## src/rtl/pc_fetch_unit_pkg.sv

```systemverilog
// Shared constants for the fetch unit: next-PC select codes, FSM states,
// the NOP used to fill the instruction register, and the default reset PC.
package pc_fetch_unit_pkg;

  localparam int          PC_W             = 32;
  localparam logic [31:0] RESET_PC_DEFAULT = 32'h0000_0000;
  localparam logic [31:0] NOP              = 32'h0000_0013;  // addi x0,x0,0

  // Next-PC select as produced by the decoder. 010 is unused and falls back to SNPC.
  typedef enum logic [2:0] {
    PCSEL_BEQ  = 3'b000,
    PCSEL_BNE  = 3'b001,
    PCSEL_RSVD = 3'b010,
    PCSEL_JAL  = 3'b011,
    PCSEL_BLT  = 3'b100,
    PCSEL_BGE  = 3'b101,
    PCSEL_JALR = 3'b110,
    PCSEL_SNPC = 3'b111
  } pcsel_e;

  // REQ: request outstanding, WAIT: accepted and awaiting data,
  // HOLD: instruction presented to decode, HALT: misaligned target seen.
  typedef enum logic [1:0] {
    ST_REQ  = 2'd0,
    ST_WAIT = 2'd1,
    ST_HOLD = 2'd2,
    ST_HALT = 2'd3
  } fetch_state_e;

  // Instruction presented to decode together with its own PC.
  typedef struct packed {
    logic [PC_W-1:0] inst;
    logic [PC_W-1:0] pc;
  } inst_pkt_t;

endpackage

```

## src/rtl/next_pc_calc.sv

```systemverilog
// Pure combinational next-PC generation for the committing instruction.
// Also flags a target that is not 4-byte aligned (JALR only clears bit 0).
module next_pc_calc
  import pc_fetch_unit_pkg::*;
#(
  parameter int XLEN = PC_W
) (
  input  logic [2:0]      pc_sel,
  input  logic            br_eq,
  input  logic            br_lt,
  input  logic [XLEN-1:0] pc,
  input  logic [XLEN-1:0] imm,
  input  logic [XLEN-1:0] rs1_val,
  output logic [XLEN-1:0] target,
  output logic            misalign
);

  logic [XLEN-1:0] pc_plus4;
  logic [XLEN-1:0] pc_plus_imm;
  logic [XLEN-1:0] jalr_sum;

  // All adders wrap modulo 2^XLEN; carries are intentionally dropped.
  assign pc_plus4    = pc + XLEN'(4);
  assign pc_plus_imm = pc + imm;
  assign jalr_sum    = rs1_val + imm;

  // Select the target; branches fall through to pc+4 when not taken.
  always_comb begin
    target = pc_plus4;
    case (pc_sel)
      PCSEL_BEQ:  target = br_eq  ? pc_plus_imm : pc_plus4;
      PCSEL_BNE:  target = !br_eq ? pc_plus_imm : pc_plus4;
      PCSEL_BLT:  target = br_lt  ? pc_plus_imm : pc_plus4;
      PCSEL_BGE:  target = !br_lt ? pc_plus_imm : pc_plus4;
      PCSEL_JAL:  target = pc_plus_imm;
      PCSEL_JALR: target = {jalr_sum[XLEN-1:1], 1'b0};
      default:    target = pc_plus4;  // SNPC and the reserved code
    endcase
  end

  assign misalign = |target[1:0];

endmodule

```

## src/rtl/pc_fetch_unit.sv

```systemverilog
// Instruction-fetch unit: owns the PC, issues one fetch at a time over a
// req/rsp handshake, presents the returned instruction to decode and, on
// commit, advances the PC via next_pc_calc. A misaligned target halts
// fetching until reset.
module pc_fetch_unit
  import pc_fetch_unit_pkg::*;
#(
  parameter logic [31:0] RESET_PC = RESET_PC_DEFAULT,
  parameter int          XLEN     = PC_W
) (
  input  logic            clk,
  input  logic            rst_n,
  output logic            imem_req_vld,
  input  logic            imem_req_rdy,
  output logic [XLEN-1:0] imem_addr,
  input  logic            imem_rsp_vld,
  input  logic [XLEN-1:0] imem_rdata,
  output logic            inst_vld,
  input  logic            inst_rdy,
  output logic [XLEN-1:0] inst,
  output logic [XLEN-1:0] inst_pc,
  input  logic [2:0]      pc_sel,
  input  logic            br_eq,
  input  logic            br_lt,
  input  logic [XLEN-1:0] imm,
  input  logic [XLEN-1:0] rs1_val,
  output logic            misalign
);

  fetch_state_e    state;
  fetch_state_e    state_nxt;
  logic [XLEN-1:0] pc;
  inst_pkt_t       held;
  logic            misalign_q;
  logic [XLEN-1:0] target;
  logic            target_misalign;
  logic            rsp_take;
  logic            commit;

  // A response is only meaningful once the request has been accepted; one
  // arriving while still in REQ (same cycle as accept, or left over from
  // before a reset) is dropped here.
  assign rsp_take = (state == ST_WAIT) && imem_rsp_vld;
  assign commit   = (state == ST_HOLD) && inst_rdy;

  next_pc_calc #(.XLEN(XLEN)) u_next_pc (
    .pc_sel   (pc_sel),
    .br_eq    (br_eq),
    .br_lt    (br_lt),
    .pc       (pc),
    .imm      (imm),
    .rs1_val  (rs1_val),
    .target   (target),
    .misalign (target_misalign)
  );

  // State register; reset from any state returns to issuing a fetch.
  always_ff @(posedge clk) begin
    if (!rst_n) state <= ST_REQ;
    else        state <= state_nxt;
  end

  // Next-state: one fetch in flight, one instruction presented at a time.
  always_comb begin
    state_nxt = state;
    case (state)
      ST_REQ:  if (imem_req_rdy) state_nxt = ST_WAIT;
      ST_WAIT: if (imem_rsp_vld) state_nxt = ST_HOLD;
      ST_HOLD: if (inst_rdy)     state_nxt = target_misalign ? ST_HALT : ST_REQ;
      default: state_nxt = ST_HALT;
    endcase
  end

  // Handshake outputs decoded from state; both low in WAIT and HALT.
  always_comb begin
    imem_req_vld = 1'b0;
    inst_vld     = 1'b0;
    case (state)
      ST_REQ:  imem_req_vld = 1'b1;
      ST_HOLD: inst_vld     = 1'b1;
      default: ;
    endcase
  end

  // PC, presented instruction and sticky misalign flag. The PC only moves
  // on commit, so imem_addr is stable for as long as the request is held.
  always_ff @(posedge clk) begin
    if (!rst_n) begin
      pc         <= RESET_PC;
      held.inst  <= NOP;
      held.pc    <= RESET_PC;
      misalign_q <= 1'b0;
    end else begin
      if (rsp_take) begin
        held.inst <= imem_rdata;
        held.pc   <= pc;
      end
      if (commit) begin
        pc <= target;
        if (target_misalign) misalign_q <= 1'b1;
      end
    end
  end

  assign imem_addr = pc;
  assign inst      = held.inst;
  assign inst_pc   = held.pc;
  assign misalign  = misalign_q;

endmodule

```

## config.mk

```make
export PLATFORM = sky130hd
export DESIGN_NAME = pc_fetch_unit
export DESIGN_NICKNAME = d
export VERILOG_FILES = /design/src/rtl/pc_fetch_unit_pkg.sv /design/src/rtl/next_pc_calc.sv /design/src/rtl/pc_fetch_unit.sv
export SDC_FILE = /design/constraint.sdc
export NUM_CORES = 1
export LEC_CHECK = 0
export BUFFER_PORTS_ARGS = -buffer_cell sky130_fd_sc_hd__buf_4
export CAP_MARGIN = 20
export CORE_UTILIZATION = 56
export CTS_BUF_LIST = sky130_fd_sc_hd__clkbuf_8
export DETAILED_ROUTE_END_ITERATION = 6
export GPL_ROUTABILITY_DRIVEN = 0
export PLACE_DENSITY = 0.9
export SKIP_LAST_GASP = 1
export SLEW_MARGIN = 20
export SYNTH_ARGS = -nofsm -noshare
export SYNTH_HDL_FRONTEND = slang
export SYNTH_HIERARCHICAL = 1
export SYNTH_SLANG_ARGS = --single-unit
```

## constraint.sdc

```tcl
create_clock -name clk -period 3.55 [get_ports clk]
set_input_delay 0.5325 -clock clk [delete_from_list [all_inputs] [get_ports clk]]
set_output_delay 0.5325 -clock clk [all_outputs]
set_load 0.02 [all_outputs]
```

## After elaboration in Yosys (flattened, before gate mapping)

Index checks and enable logic that the tools add are counted.
W data, S select, Z words.

| word-level totals | value |
|---|---|
| bits in registers | 99 |
| bits in latches | 0 |
| RAM bits | 0 |
| memory bits (read-only) | 0 |
| input bits | 106 |
| output and inout port bits | 99 |
| word-level logic and storage cells | 37 |
| memories kept | 0 |

| operators by class | value |
|---|---|
| add/subtract/negate cells | 3 |
| multiply operators | 0 |
| divide/modulo/power cells | 0 |
| $lt $le $gt $ge | 0 |
| equal/unequal tests | 10 |
| shifts and indexed selects | 0 |
| mux-type cells | 12 |
| bitwise operators | 0 |
| reduce and logical (&&, ||, !) cells | 7 |

Operator list:

| operator | count |
|---|---|
| $pmux W32 S6 | 1 |
| $mux W32 | 4 |
| $add A32 B32 Y32 | 2 |
| $add A32 B3 Y32 const B | 1 |
| $eq A3 B3 Y1 const B | 3 |
| $mux W2 | 4 |
| $ne A2 B2 Y1 const B | 3 |
| $pmux W2 S3 | 1 |
| $eq A3 B1 Y1 const B | 1 |
| $eq A3 B2 Y1 const B | 1 |
| $logic_not A3 Y1 | 1 |
| $reduce_and A3 Y1 | 1 |
| $eq A2 B1 Y1 const B | 1 |
| $eq A2 B2 Y1 const B | 1 |
| $logic_and A1 B1 Y1 | 2 |
| $logic_not A2 Y1 | 1 |
| $mux W1 | 2 |
| $reduce_and A2 Y1 | 1 |
| $reduce_or A2 Y1 | 1 |

## Depth between registers and ports, before layout

| depth | value |
|---|---|
| depth after elaboration | 7 |
| depth in mapped cells | 14 |
| mapped depth without buffers | 14 |

## Modules after synthesis

Netlist, hierarchy kept.

Modules (own cells, without submodules):

| module | instances | cells each | area an instance (µm²) | sequential area each (µm²) |
|---|---|---|---|---|
| next_pc_calc | 1 | 604 | 4194.0 | 0.0 |
| pc_fetch_unit | 1 | 405 | 3623.5 | 1981.9 |

## Worst setup path before layout

No wires, ideal clock.

| timing | value |
|---|---|
| path kind | in2reg |
| start | input port imm[0] |
| end | register pc[30], in the netlist imem_addr[30] |
| setup time | 119 ps |
| arrival time | 2956 ps |
| data required time | 3431 ps |
| path slack | 476 ps |
| cell stages on the path | 14 |
| buffers on the path | 0 |
| cell sequence | ha_1 inv_1 fa_1 nor2b_1 o21ai_1 o21ai_1 o221a_2 o21ai_1 o311ai_1 a21oi_1 mux2i_1 a221o_1 nand3_1 o21ai_1 |

| between the ends | value |
|---|---|
| word-level cells in the longest chain between the ends | 3 |
| elaborated cells between the ends (all ways) | 7 |
| classes of those cells | add/sub (2); mux (5) |

Ends and longest elaborated chain:

| item | line | source |
|---|---|---|
| start, declared | pc_fetch_unit.sv:25 | `input logic [XLEN-1:0] imm,` |
| $add A32 B32 Y32 | next_pc_calc.sv:24 | `assign pc_plus_imm = pc + imm;` |
| $mux W32 (on tied branches) | -- |  |
| $pmux W32 S6 * | next_pc_calc.sv:30 | `case (pc_sel)` |
| net target[30] | pc_fetch_unit.sv:35 | `logic [XLEN-1:0] target;` |
| end signal, assigned | pc_fetch_unit.sv:99 | `pc <= target;` |
| end, declared | pc_fetch_unit.sv:32 | `logic [XLEN-1:0] pc;` |

Mark *: on every way through the listed nets, which the timed path passes. The rest lies on a longest branch.
A chain may end at the register's enable or synchronous reset.

## Final worst setup path

| timing | value |
|---|---|
| start | register pc[1], in the netlist imem_addr[1] |
| end | register pc[31], in the netlist imem_addr[31] |

| between the ends | value |
|---|---|
| word-level cells in the longest chain between the ends | 3 |
| elaborated cells between the ends (all ways) | 7 |
| classes of those cells | add/sub (2); mux (5) |

Ends and longest elaborated chain:

| item | line |
|---|---|
| $add A32 B32 Y32 / $add A32 B3 Y32 (equally long branches) | next_pc_calc.sv:24, next_pc_calc.sv:23 |
| $mux W32 (on tied branches) | -- |
| $pmux W32 S6 * | next_pc_calc.sv:30 |
| net target[31] | pc_fetch_unit.sv:35 |

Marks and branches as above.

==> key figures <==
Run status
  – Status: finished clean

Global route
  – Global route overflow: 0
  – Initial antenna violation count: 0
  – Total Routing Usage GR: 30.1%
  – First-pass GRT wire length: 35.3 mm
  – Vias in the first global route: 7765
  – Largest net degree at the start of global routing: 81

Worst setup path
  – R2r setup slk: 0.22 ns
  – FF-to-FF End: imem_addr[31]
  – CP Max Fanout: 5
  – Critical path arrival: 3.62 ns
  – R2R cell count: 12
  – CP startpoint kind: flop
  – Req. time, crit path: 3.84 ns
  – FF-to-FF Start: imem_addr[1]
  – CP Class: flop to flop
  – Worst setup EP type: flop

Clock network
  – CTS hold repair buffers: 0
  – CTS Buf Count: 9
  – Clock sink count: 99
  – Worst-Skew Late Latency: 0.35 ns
  – CTS tree: built
  – CTS root buf: clkbuf_8
  – Htree depth: 3
  – Post_cts resized: 0
  – Setup Buffers After CTS: 0
  – Largest buffer count on any clock path: 2
  – Clk pin slew, worst setup/hold paths: 0.09 ns

Synthesis
  – Post-synth EDFFs: 0
  – Syn. warnings: 6
  – Synth Instances: 1009
  – Yosys top cell by area: dfxtp_1
  – Synth area leaders: dfxtp_1 25%, ha_1 9.9%, o21ai_0 7.0%, nand3_1 6.6%, nand2_1 5.9%
  – Most used DFF post-synth: dfxtp_1
  – FF+latch count, synth: 99
  – Share of the synthesized area in the top cell type: 25.4%
  – Sequential area share after synthesis: 25.4%
  – Syn Area/Cell: 7.75 um2
  – Syn_nets: 1179
  – Fraction of registers with async set/reset: 0%
  – Netlist cell types: 77
  – Cell area after synthesis: 7820 um2

Placement
  – Post-DP HPWL: 17.5 mm
  – IO buf count: 204
  – Worst slack, placed: 0.0107 ns

Drt
  – Via Count: 8360
  – DRC: 0
  – Detailed Route Iter0 Violations: 814
  – Drt total wl: 22.1 mm
  – Final ANT Viol Nets: 0
  – First-pass detailed-route iteration total: 5
  – DR WL/cell: 16.1 um
  – Drt via density: 6.09

STA
  – Final min period: 3.33 ns
  – Post-Route Hold Slack: 0.397 ns
  – Fin. Hold Viols: 0
  – Final setup violating endpoints: 0
  – Slew Limit Fails: 0
  – Setup Total Neg Slack: 0 ns
  – RSZ-0062 raised after global routing: no
  – Fmax: 300 MHz
  – Worst slew margin: 45.3%
  – Final Skew: 0.00752 ns
  – Measured slew at the worst slew-check pin: 0.818 ns
  – Final WS setup: 0.220 ns
  – Tcrit/Tclk final: 93.8%

Worst hold path
  – Worst hold path class: primary input to flop
  – Hold_sp: imem_rdata[1]
  – Hold depth: 3
  – Worst Hold Path EP: inst[1]

Cells and area
  – Area Growth Syn to Fin: 23.0%
  – Layout Nets: 1363
  – # diodes: 0
  – Fraction of layout cells with a size suffix above 1: 23.2%

Pwr
  – Worst vdd ir: 0.253 mV
  – Leakage: 4.22 nW
  – Power per cell area: 280 nW/um2

Floorplanning
  – IO Pins: 205
  – Die X: 120 um
  – Starting Density: 58.1%
  – Die Ht: 120 um
  – Die area: 14400 um2
  – FP Rows: 42
  – Core area: 13500 um2

Run
  – # Max-Cap Violations: 0
[worst max-delay path, stage by stage, from the launching register on]
cell       delay, ns
dfxtp_1         0.45
ha_1            0.29
a211oi_1        0.39
o21ai_1         0.19
a221o_1         0.37
a41oi_2         0.28
a21oi_1         0.15
a2111oi_2       0.45
o21ai_1         0.18
xnor2_1         0.15
o221ai_1        0.17
nand3_1         0.09
o21ai_1         0.11
[kinds of logic (layout without fill, tap and decap cells)]
kind of cell	count (synthesis)	count (layout)	synth area share (%)
AO/OA/AOI/OAI	324	324	26.0
XOR/XNOR	84	84	9.41
adder cells (fa/ha/maj)	64	64	10.4
buffers and inverters	73	261	5.30
flip-flops	99	99	25.4
multiplexers	7	7	0.912
AND/OR/NAND/NOR	358	358	22.6
[state kept, by name, indices dropped and copies added (netlist names)]
signal     count
misalign       1
inst          32
inst_pc       32
imem_addr     32
state          2
[area by class of cell]
class / count / area [um2]
inverter: 17 / 63.8
fill: 1132 / 3840
clock buffer: 11 / 151
clock inverter: 4 / 42.5
timing repair buffer: 229 / 1730
tap: 176 / 220
sequential: 99 / 1980
multi-input combinational: 837 / 5420
[synth_stat cells (all sizes together) (6+ instances only)]
cell type	count
a211oi	9
a21o	17
a21oi	61
a22oi	16
a31oi	9
and3	12
buf	31
clkbuf	25
dfxtp	99
ha	62
inv	17
mux2i	6
nand2	123
nand2b	8
nand3	111
nand4	15
nor2	42
nor2b	8
nor3	8
o211ai	7
o21ai	143
o21bai	8
o221ai	12
xnor2	48
xor2	36
[cells in the final DEF, fill, tap and decap left out, types with 9 or more instances in the layout]
master	n
o221ai_1	12
xnor2_1	48
nor2_1	42
a22oi_1	16
clkbuf_8	11
buf_4	228
a211oi_1	9
a21o_1	16
nand3_1	103
o21ai_2	9
o21ai_1	25
o21ai_0	109
nand2_1	123
and3_1	10
a31oi_1	9
ha_1	62
dfxtp_1	99
nand4_1	15
a21oi_1	60
xor2_1	36
inv_1	19
[report_power, final]
part	internal [mW]	switching (mW)	leakage, nW
combinational	0.352	0.480	3.31
sequential	1.14	0.0226	0.800
clock	0.355	0.348	0.108
total	1.84	0.851	4.22
[stage by stage]
stage,total power [mW],utilization [%],area (um2),instances
after floorplan,1.73,-,7820,1009
after global placement,1.98,70.0,9420,1358
after detailed placement,2.00,70.0,9420,1358
after CTS,2.69,71.5,9610,1373
after global routing,2.82,71.5,9610,1373
final,2.69,71.5,9610,1373
[worst max-delay path by stage]
| stage | start | endpoint |
|---|---|---|
| 6_report | imem_addr[1] | imem_addr[31] |
| 5_1_grt | imem_addr[1] | imem_addr[31] |
| 4_1_cts | imem_addr[1] | imem_addr[31] |
| 3_5_place_dp | imm[4] | imem_addr[29] |
| 3_3_place_gp | imm[0] | imem_addr[30] |
| 2_1_floorplan | imm[0] | imem_addr[30] |
[per-layer routing]
metal / GRT usage (%) / wire, um
met4: 18.7 / 1300
met2: 52.2 / 10700
met1: 34.4 / 8520
met5: 0 / 0
met3: 4.94 / 1590
Note: power is estimated with default switching activity, not from simulation.
